--- src/rtl/trap_ctrl_pkg.sv ---
// Shared constants, state encoding and mstatus update helpers for the
// machine-mode trap sequencer.
package trap_ctrl_pkg;

  localparam logic [11:0] CSR_MEPC    = 12'h341;
  localparam logic [11:0] CSR_MCAUSE  = 12'h342;
  localparam logic [11:0] CSR_MSTATUS = 12'h300;

  localparam int MSTATUS_MIE    = 3;
  localparam int MSTATUS_MPIE   = 7;
  localparam int MSTATUS_MPP_LO = 11;
  localparam int MSTATUS_MPP_HI = 12;

  localparam int CAUSE_W = 31;

  typedef enum logic [2:0] {
    ST_IDLE      = 3'd0,
    ST_W_MEPC    = 3'd1,
    ST_W_MCAUSE  = 3'd2,
    ST_W_MSTATUS = 3'd3,
    ST_W_MRET    = 3'd4,
    ST_JUMP      = 3'd5
  } state_e;

  function automatic logic [31:0] trap_mstatus(input logic [31:0] s);
    logic [31:0] r;
    r = s;
    r[MSTATUS_MPIE] = s[MSTATUS_MIE];
    r[MSTATUS_MIE]  = 1'b0;
    r[MSTATUS_MPP_HI:MSTATUS_MPP_LO] = 2'b11;
    return r;
  endfunction

  function automatic logic [31:0] mret_mstatus(input logic [31:0] s);
    logic [31:0] r;
    r = s;
    r[MSTATUS_MIE]  = s[MSTATUS_MPIE];
    r[MSTATUS_MPIE] = 1'b1;
    r[MSTATUS_MPP_HI:MSTATUS_MPP_LO] = 2'b11;
    return r;
  endfunction

endpackage

--- src/rtl/trap_ctrl.sv ---
// Machine-mode trap entry / mret sequencer at the MEM/WB boundary. Issues one
// CSR write per cycle through the single CSR write port, then redirects the PC.
module trap_ctrl
  import trap_ctrl_pkg::*;
#(
  parameter logic [11:0] MEPC_ADDR    = CSR_MEPC,
  parameter logic [11:0] MCAUSE_ADDR  = CSR_MCAUSE,
  parameter logic [11:0] MSTATUS_ADDR = CSR_MSTATUS
) (
  input  logic                 wb_clk_i,
  input  logic                 wb_rst_i,
  input  logic                 Interrupt,
  input  logic [CAUSE_W-1:0]   Exception_code,
  input  logic                 mem_valid,
  input  logic [31:0]          mem_pc,
  input  logic                 mem_exc,
  input  logic [CAUSE_W-1:0]   mem_exc_code,
  input  logic                 mem_is_mret,
  input  logic [31:0]          csr_mstatus,
  input  logic [31:0]          csr_mtvec,
  input  logic [31:0]          csr_mepc,
  output logic                 csr_we,
  output logic [11:0]          csr_waddr,
  output logic [31:0]          csr_wdata,
  output logic                 stall_req,
  output logic                 flush,
  output logic [31:0]          new_pc,
  output logic                 trap_ack
);

  state_e      state_q, state_d;
  logic [31:0] epc_q, epc_d;
  logic [31:0] cause_q, cause_d;
  logic [31:0] mstatus_q, mstatus_d;
  logic [31:0] ret_pc_q, ret_pc_d;
  logic        is_irq_q, is_irq_d;
  logic        is_ret_q, is_ret_d;

  logic        csr_we_q, csr_we_d;
  logic [11:0] csr_waddr_q, csr_waddr_d;
  logic [31:0] csr_wdata_q, csr_wdata_d;
  logic        stall_q, stall_d;
  logic        flush_q, flush_d;
  logic [31:0] new_pc_q, new_pc_d;
  logic        trap_ack_q, trap_ack_d;

  logic        trigger_s;
  logic [31:0] tvec_base_s;
  logic [31:0] tvec_vec_s;

  // Next-state and capture logic; triggers are only looked at in IDLE.
  always_comb begin
    state_d   = state_q;
    epc_d     = epc_q;
    cause_d   = cause_q;
    mstatus_d = mstatus_q;
    ret_pc_d  = ret_pc_q;
    is_irq_d  = is_irq_q;
    is_ret_d  = is_ret_q;
    trigger_s = 1'b0;
    case (state_q)
      ST_IDLE: begin
        if (mem_valid && Interrupt) begin
          trigger_s = 1'b1;
          epc_d     = mem_pc;
          cause_d   = {1'b1, Exception_code};
          is_irq_d  = 1'b1;
          is_ret_d  = 1'b0;
          mstatus_d = csr_mstatus;
          state_d   = ST_W_MEPC;
        end else if (mem_valid && mem_exc) begin
          trigger_s = 1'b1;
          epc_d     = mem_pc;
          cause_d   = {1'b0, mem_exc_code};
          is_irq_d  = 1'b0;
          is_ret_d  = 1'b0;
          mstatus_d = csr_mstatus;
          state_d   = ST_W_MEPC;
        end else if (mem_valid && mem_is_mret) begin
          trigger_s = 1'b1;
          is_irq_d  = 1'b0;
          is_ret_d  = 1'b1;
          mstatus_d = csr_mstatus;
          ret_pc_d  = csr_mepc;
          state_d   = ST_W_MRET;
        end else begin
          state_d = ST_IDLE;
        end
      end
      ST_W_MEPC:    state_d = ST_W_MCAUSE;
      ST_W_MCAUSE:  state_d = ST_W_MSTATUS;
      ST_W_MSTATUS: state_d = ST_JUMP;
      ST_W_MRET:    state_d = ST_JUMP;
      ST_JUMP:      state_d = ST_IDLE;
      default:      state_d = ST_IDLE;
    endcase
  end

  assign tvec_base_s = {csr_mtvec[31:2], 2'b00};
  // cause[30:0] << 2 truncated to 32 bits keeps only cause[29:0].
  assign tvec_vec_s  = tvec_base_s + {cause_q[29:0], 2'b00};

  // Outputs are computed for the state being entered so they register in-step.
  always_comb begin
    csr_we_d    = 1'b0;
    csr_waddr_d = 12'h000;
    csr_wdata_d = 32'h0000_0000;
    flush_d     = 1'b0;
    new_pc_d    = 32'h0000_0000;
    trap_ack_d  = 1'b0;
    stall_d     = (state_d != ST_IDLE);
    case (state_d)
      ST_W_MEPC: begin
        csr_we_d    = 1'b1;
        csr_waddr_d = MEPC_ADDR;
        csr_wdata_d = epc_d;
      end
      ST_W_MCAUSE: begin
        csr_we_d    = 1'b1;
        csr_waddr_d = MCAUSE_ADDR;
        csr_wdata_d = cause_d;
      end
      ST_W_MSTATUS: begin
        csr_we_d    = 1'b1;
        csr_waddr_d = MSTATUS_ADDR;
        csr_wdata_d = trap_mstatus(mstatus_d);
      end
      ST_W_MRET: begin
        csr_we_d    = 1'b1;
        csr_waddr_d = MSTATUS_ADDR;
        csr_wdata_d = mret_mstatus(mstatus_d);
      end
      ST_JUMP: begin
        flush_d    = 1'b1;
        trap_ack_d = ~is_ret_q;
        if (is_ret_q) begin
          new_pc_d = ret_pc_q;
        end else if ((csr_mtvec[1:0] == 2'b01) && is_irq_q) begin
          new_pc_d = tvec_vec_s;
        end else begin
          new_pc_d = tvec_base_s;
        end
      end
      default: begin
        csr_we_d = 1'b0;
      end
    endcase
  end

  // State, capture and output registers.
  always_ff @(posedge wb_clk_i or negedge wb_rst_i) begin
    if (!wb_rst_i) begin
      state_q     <= ST_IDLE;
      epc_q       <= 32'h0000_0000;
      cause_q     <= 32'h0000_0000;
      mstatus_q   <= 32'h0000_0000;
      ret_pc_q    <= 32'h0000_0000;
      is_irq_q    <= 1'b0;
      is_ret_q    <= 1'b0;
      csr_we_q    <= 1'b0;
      csr_waddr_q <= 12'h000;
      csr_wdata_q <= 32'h0000_0000;
      stall_q     <= 1'b0;
      flush_q     <= 1'b0;
      new_pc_q    <= 32'h0000_0000;
      trap_ack_q  <= 1'b0;
    end else begin
      state_q     <= state_d;
      epc_q       <= epc_d;
      cause_q     <= cause_d;
      mstatus_q   <= mstatus_d;
      ret_pc_q    <= ret_pc_d;
      is_irq_q    <= is_irq_d;
      is_ret_q    <= is_ret_d;
      csr_we_q    <= csr_we_d;
      csr_waddr_q <= csr_waddr_d;
      csr_wdata_q <= csr_wdata_d;
      stall_q     <= stall_d;
      flush_q     <= flush_d;
      new_pc_q    <= new_pc_d;
      trap_ack_q  <= trap_ack_d;
    end
  end

  assign csr_we    = csr_we_q;
  assign csr_waddr = csr_waddr_q;
  assign csr_wdata = csr_wdata_q;
  assign stall_req = stall_q | trigger_s;
  assign flush     = flush_q;
  assign new_pc    = new_pc_q;
  assign trap_ack  = trap_ack_q;

endmodule
--- config.mk ---
export PLATFORM = sky130hd
export DESIGN_NAME = trap_ctrl
export DESIGN_NICKNAME = d
export VERILOG_FILES = /design/src/rtl/trap_ctrl_pkg.sv /design/src/rtl/trap_ctrl.sv
export SDC_FILE = /design/constraint.sdc
export NUM_CORES = 1
export LEC_CHECK = 0
export ABC_AREA = 1
export BUFFER_PORTS_ARGS = -buffer_cell sky130_fd_sc_hd__clkbuf_2
export CORE_MARGIN = 1
export CORE_UTILIZATION = 46
export CTS_BUF_LIST = sky130_fd_sc_hd__clkbuf_2
export DETAILED_ROUTE_END_ITERATION = 6
export PLACE_DENSITY = 0.83
export SETUP_SLACK_MARGIN = 0.15
export SLEW_MARGIN = 20
export SYNTH_ARGS = -nofsm -noshare
export SYNTH_HDL_FRONTEND = slang
export SYNTH_SLANG_ARGS = --single-unit
export TNS_END_PERCENT = 5
--- constraint.sdc ---
create_clock -name wb_clk_i -period 1.9 [get_ports wb_clk_i]
set_input_delay 0.095 -clock wb_clk_i [delete_from_list [all_inputs] [get_ports wb_clk_i]]
set_output_delay 0.095 -clock wb_clk_i [all_outputs]
set_load 0.01 [all_outputs]
Word level (Yosys, flattened, before mapping)
Cells that the tools add are included.
Operators by class
  equality and inequality tests: 10
  $add $sub $neg: 1
  mux-type cells: 32
  reductions and logical operators: 12
  bitwise logic cells: 4
Operator list (number)
  $mux W32: 13
  $pmux W32 S4: 1
  $add A32 B32 Y32: 1
  $pmux W10 S3: 1
  $mux W1: 13
  $eq A3 B2 Y1 const B: 4
  $pmux W3 S4: 1
  $eq A3 B3 Y1 const B: 3
  $mux W3: 3
  $eq A3 B1 Y1 const B: 2
  $reduce_bool A3 Y1: 2
  $logic_and A1 B1 Y1: 4
  $reduce_and A4 Y1: 1
  $reduce_or A2 Y1: 2
  $reduce_or A4 Y1: 1
  $logic_not A3 Y1: 1
  $not A1 Y1: 3
  $eq A2 B1 Y1 const B: 1
  $reduce_and A2 Y1: 1
  $or A1 B1 Y1: 1
Storage, ports and cells
  output and inout bits: 80
  input port bits: 196
  logic and storage cells: 74
  register bits: 213

Depth between registers and ports, before layout
  depth after elaboration: 8
  depth in mapped cells: 14
  mapped depth without buffers: 14

Least setup slack after synthesis
Ideal clock, no wire load.
  path kind: flip-flop to flip-flop
  from: register cause_q[0]
  to: register new_pc_q[30], in the netlist new_pc[30]
  data required time: 1.784 ns
  arrival: 1.741 ns
  buffers on the path: 0
  cell stages (with the launch flop): 14
  clock period less this slack: 1.857 ns
  setup slack: 0.043 ns
  setup time: 0.116 ns
  cells stage by stage: dfrtp_1 ha_1 inv_1 fa_1 inv_1 nand3_1 nand3_1 nand3_1 nand3_1 nand2_1 nand3_1 nand3_1 nand2_1 nand2_1
On the way
  longest elaborated chain between the ends: 4
Ends and longest elaborated chain
  start: declaration: RTL line trap_ctrl.sv:33  | logic [31:0] cause_q, cause_d;
  start signal: assignment: RTL line trap_ctrl.sv:170  | cause_q <= cause_d;
  $add A32 B32 Y32: RTL line trap_ctrl.sv:101  | assign tvec_vec_s = tvec_base_s + {cause_q[29:0], 2'b00};
  $mux W32: RTL line trap_ctrl.sv:138  | end else if ((csr_mtvec[1:0] == 2'b01) && is_irq_q) begin
  $mux W32: RTL line trap_ctrl.sv:136  | if (is_ret_q) begin
  $mux W32: RTL line trap_ctrl.sv:112  | case (state_d)
  via new_pc_d[30]: RTL line trap_ctrl.sv:44  | logic [31:0] new_pc_q, new_pc_d;
  end signal: assignment: RTL line trap_ctrl.sv:180  | new_pc_q <= new_pc_d;
  end: declaration: RTL line trap_ctrl.sv:44
The timed path passes the listed nets, and every way through them passes these cells.
A chain may end at the register's enable or synchronous reset.

Worst setup path in the final report
  from: register state_q[1]
  to: output stall_req
On the way
  longest elaborated chain between the ends: 3
Ends and longest elaborated chain
  start: declaration: RTL line trap_ctrl.sv:31  | state_e state_q, state_d;
  start signal: assignment: RTL line trap_ctrl.sv:168  | state_q <= state_d;
  $logic_not A3 Y1: RTL line trap_ctrl.sv:61  | case (state_q)
  $mux W1: RTL line trap_ctrl.sv:61
  $or A1 B1 Y1: RTL line trap_ctrl.sv:188  | assign stall_req = stall_q | trigger_s;
  end: declaration: RTL line trap_ctrl.sv:25  | output logic stall_req,
No other way between the ends.

==> out/metrics.csv <==
metric;value;unit
status;finished with violations;
violations;DRC, setup timing;
synth_top_family_by_area;simple AND/OR/NAND/NOR gates;
port_buffers;266;
grt_pass1_wl;66700;µm
num_io_pins;276;
slew_viol_final;0;
cp_data_arrival_time;1980;ps
p_int;10800;µW
p_per_area;1380;nW/µm²
worstSetupStartpointType;flop;
routed_via_density;5.87;
final_net_count;2106;
drv_cap;0;
synth_fa_ha_area_share;4.03;%
cp_max_fo;2;
seqPwrFrac;29.7;%
min_period_over_period;109;%
fin_worst_skew;64.1;ps
drive_above_1_share;31.9;%
synth_area;9510;µm²
finalCriticalPeriod;2080;ps
numCtsBuffers;17;
final_area;15400;µm²
dieArea;21300;µm²
nFillCells;1276;
place.gp.congestion;0.916;
netSwitchingFraction;49.1;%
yosysMostFrequentCell;nand2_1;
synthMuxAreaShare;0.211;%
syn_avg_cell_area;7.37;µm²
setup_viol;33;
dpl_cell_area;11700;µm²
worst_setup_path_end_kind;primary output;
hold_path.class;in2reg;
worstSetupPathType;reg2out;
holdWs;35.4;ps
post-synth-top-area-cell;dfrtp_1;
ir_worst_vdd;0.971;mV
synthTopCellsByCount;nand2_1 (493), dfrtp_1 (171), nor2_1 (112);
post-dp-hpwl;24800;µm
synth_warnings;0;
insertion_delay;830;ps
core-area;20200;µm²
syn_inst;1290;
dp_cells;1860;
ys_top_cells_by_area;dfrtp_1 (45%), nand2_1 (19%), nand3_1 (4.4%);
layout.cells.non_filler;2167;
clock_power_share;9.7;%
clock.fmax;482;MHz
drtAntennaViolNets;0;
antenna_found_initial;5;
htreeDepth;4;
rsz0062_at_grt;yes;
die_h;146;µm
die_w;146;µm
overflow;0;
grt_max_degree;56;
track_usage;41.3;%
dr.pass1.iters;7;
timing.final.ws_setup;-176;ps
ys_seq_area_share;45.0;%
synth_xor_area_share;0.645;%
areaGrowthSynthToFinish;61.8;%
multiInputGateArea;5250;µm²
finalPower;21200;µW
synth_compound_area_share;6.28;%
p_sw;10400;µW
routed_wl;47000;µm
synth_top_area_share;45.0;%
hold_violations;0;
dp_slack;-132;ps
cts_num_sinks;171;
slew_headroom;58.7;%
worst_pin_slew;618;ps
drc;7;
cts_tree;built;
num_rows;52;
critPathRequiredTime;1800;ps
ys_types;38;
synth_ff_type;dfrtp_1;
root_buffer;clkbuf_2;
vias;12700;
wl_per_cell;21.7;µm
pwr-share-comb;60.6;%
synth_edf_count;0;
clk_pin_slew_worst_paths;310;ps
clockBufferDepth;2;
initial_core_util;47.0;%
drtIter0Drc;1502;
synthSimpleGateAreaFrac;35.9;%
leakagePower;0.00792;µW
synth_seq_cells;171;
grt_pass1_vias;12600;
postSynth.asyncResetShare;100;%
seqCellArea;4300;µm²
[per-stage QoR]
| stage | setup TNS, ps | utilization (%) |
|---|---|---|
| 5_1_grt | -5590 | 76.0 |
| 2_1_floorplan | 0 | - |
| 4_1_cts | -675 | 72.7 |
| 3_3_place_gp | -273 | 57.6 |
| 6_report | -2280 | 76.0 |
| 3_5_place_dp | -624 | 57.6 |
[final cells by class]
| cell class | count | area share (%) |
|---|---|---|
| multi-input cells | 946 | 34.1 |
| repair buffers | 624 | 31.1 |
| flip-flops and latches | 171 | 27.9 |
| inverters | 120 | 3.07 |
| well taps | 270 | 2.20 |
| clock inverters | 15 | 1.00 |
| clock buffers | 17 | 0.553 |
| diodes | 4 | 0.0651 |
[path summary, 6_finish.rpt]
path	slack (ps)	cells after the start	start	to
max	-180	8	state_q[1]	stall_req
min	40	4	csr_mepc[30]	ret_pc_q[30]
max reg2reg	-160	10	cause_q[5]	new_pc[14]
min reg2reg	510	2	ret_pc_q[30]	new_pc[30]
max in group asynchronous	1100	4	wb_rst_i	ret_pc_q[6]
min in group asynchronous	330	4	wb_rst_i	csr_wdata[20]
[power groups by stage]
| stage | sequential, µW | clock [µW] | combinational [µW] |
|---|---|---|---|
| global route | 6340 | 2180 | 13700 |
| CTS | 5960 | 2020 | 10700 |
| detailed placement | 5990 | 0 | 9840 |
| global placement | 5950 | 0 | 9650 |
| finish | 6280 | 2060 | 12800 |
| floorplan | 5970 | 0 | 5960 |
[sequential cells by signal (all words and copies together), names as in the netlist, 3 cells and up]
| name | cells |
|---|---|
| csr_waddr | 4 |
| new_pc | 32 |
| state_q | 3 |
| cause_q | 32 |
| ret_pc_q | 32 |
| csr_wdata | 32 |
| mstatus_q | 30 |
[metal layers]
metal | part of all wire [%] | track usage, % | up-vias
met5 | 0.028 | 0 | -
met4 | 8.3 | 28.8 | 2
met3 | 12 | 13.5 | 397
met2 | 46 | 66.7 | 1190
met1 | 34 | 46.3 | 5846
li1 | - | - | 5275
[logic make-up after synthesis]
group           count (synthesis)
fa+ha+maj                      30
buf+inv                       179
compound gates                115
mux                             2
xor+xnor                        7
flops                         171
other cells                     1
simple gates                  785
[layout by cell type (no fill, tap or decap), types with 16 or more instances in the layout]
cell type / synthesis / final
nor3_2: 29 / 29
nand2_2: 3 / 25
a21oi_1: 65 / 49
inv_1: 110 / 103
ha_4: 0 / 21
o21ai_0: 40 / 37
nand3_1: 84 / 67
nor2_1: 112 / 90
clkbuf_2: 0 / 281
dfrtp_1: 171 / 158
dlygate4sd3_1: 0 / 245
nand2_1: 493 / 464
nor4_1: 31 / 22
buf_4: 10 / 99
nor2_2: 2 / 20
nand3_2: 0 / 16
[repair_timing]
action / CTS / global route
pin swaps: 18 / 41
cloned: 0 / 0
hold buffers: 246 / 1
buffers inserted: 8 / 16
endpoints found under the hold margin: 335 / 1
endpoints found under the setup margin: 35 / 110
resized for setup: 55 / 128
[worst max-delay path: stages (launching register included)]
cell,delay [ps]
dfrtp_1,470
nor2_4,60
nand2_4,80
inv_4,40
nand2_4,70
inv_6,30
buf_8,110
or2_4,220
buf_6,120
Note: power is estimated with default switching activity, not from simulation.
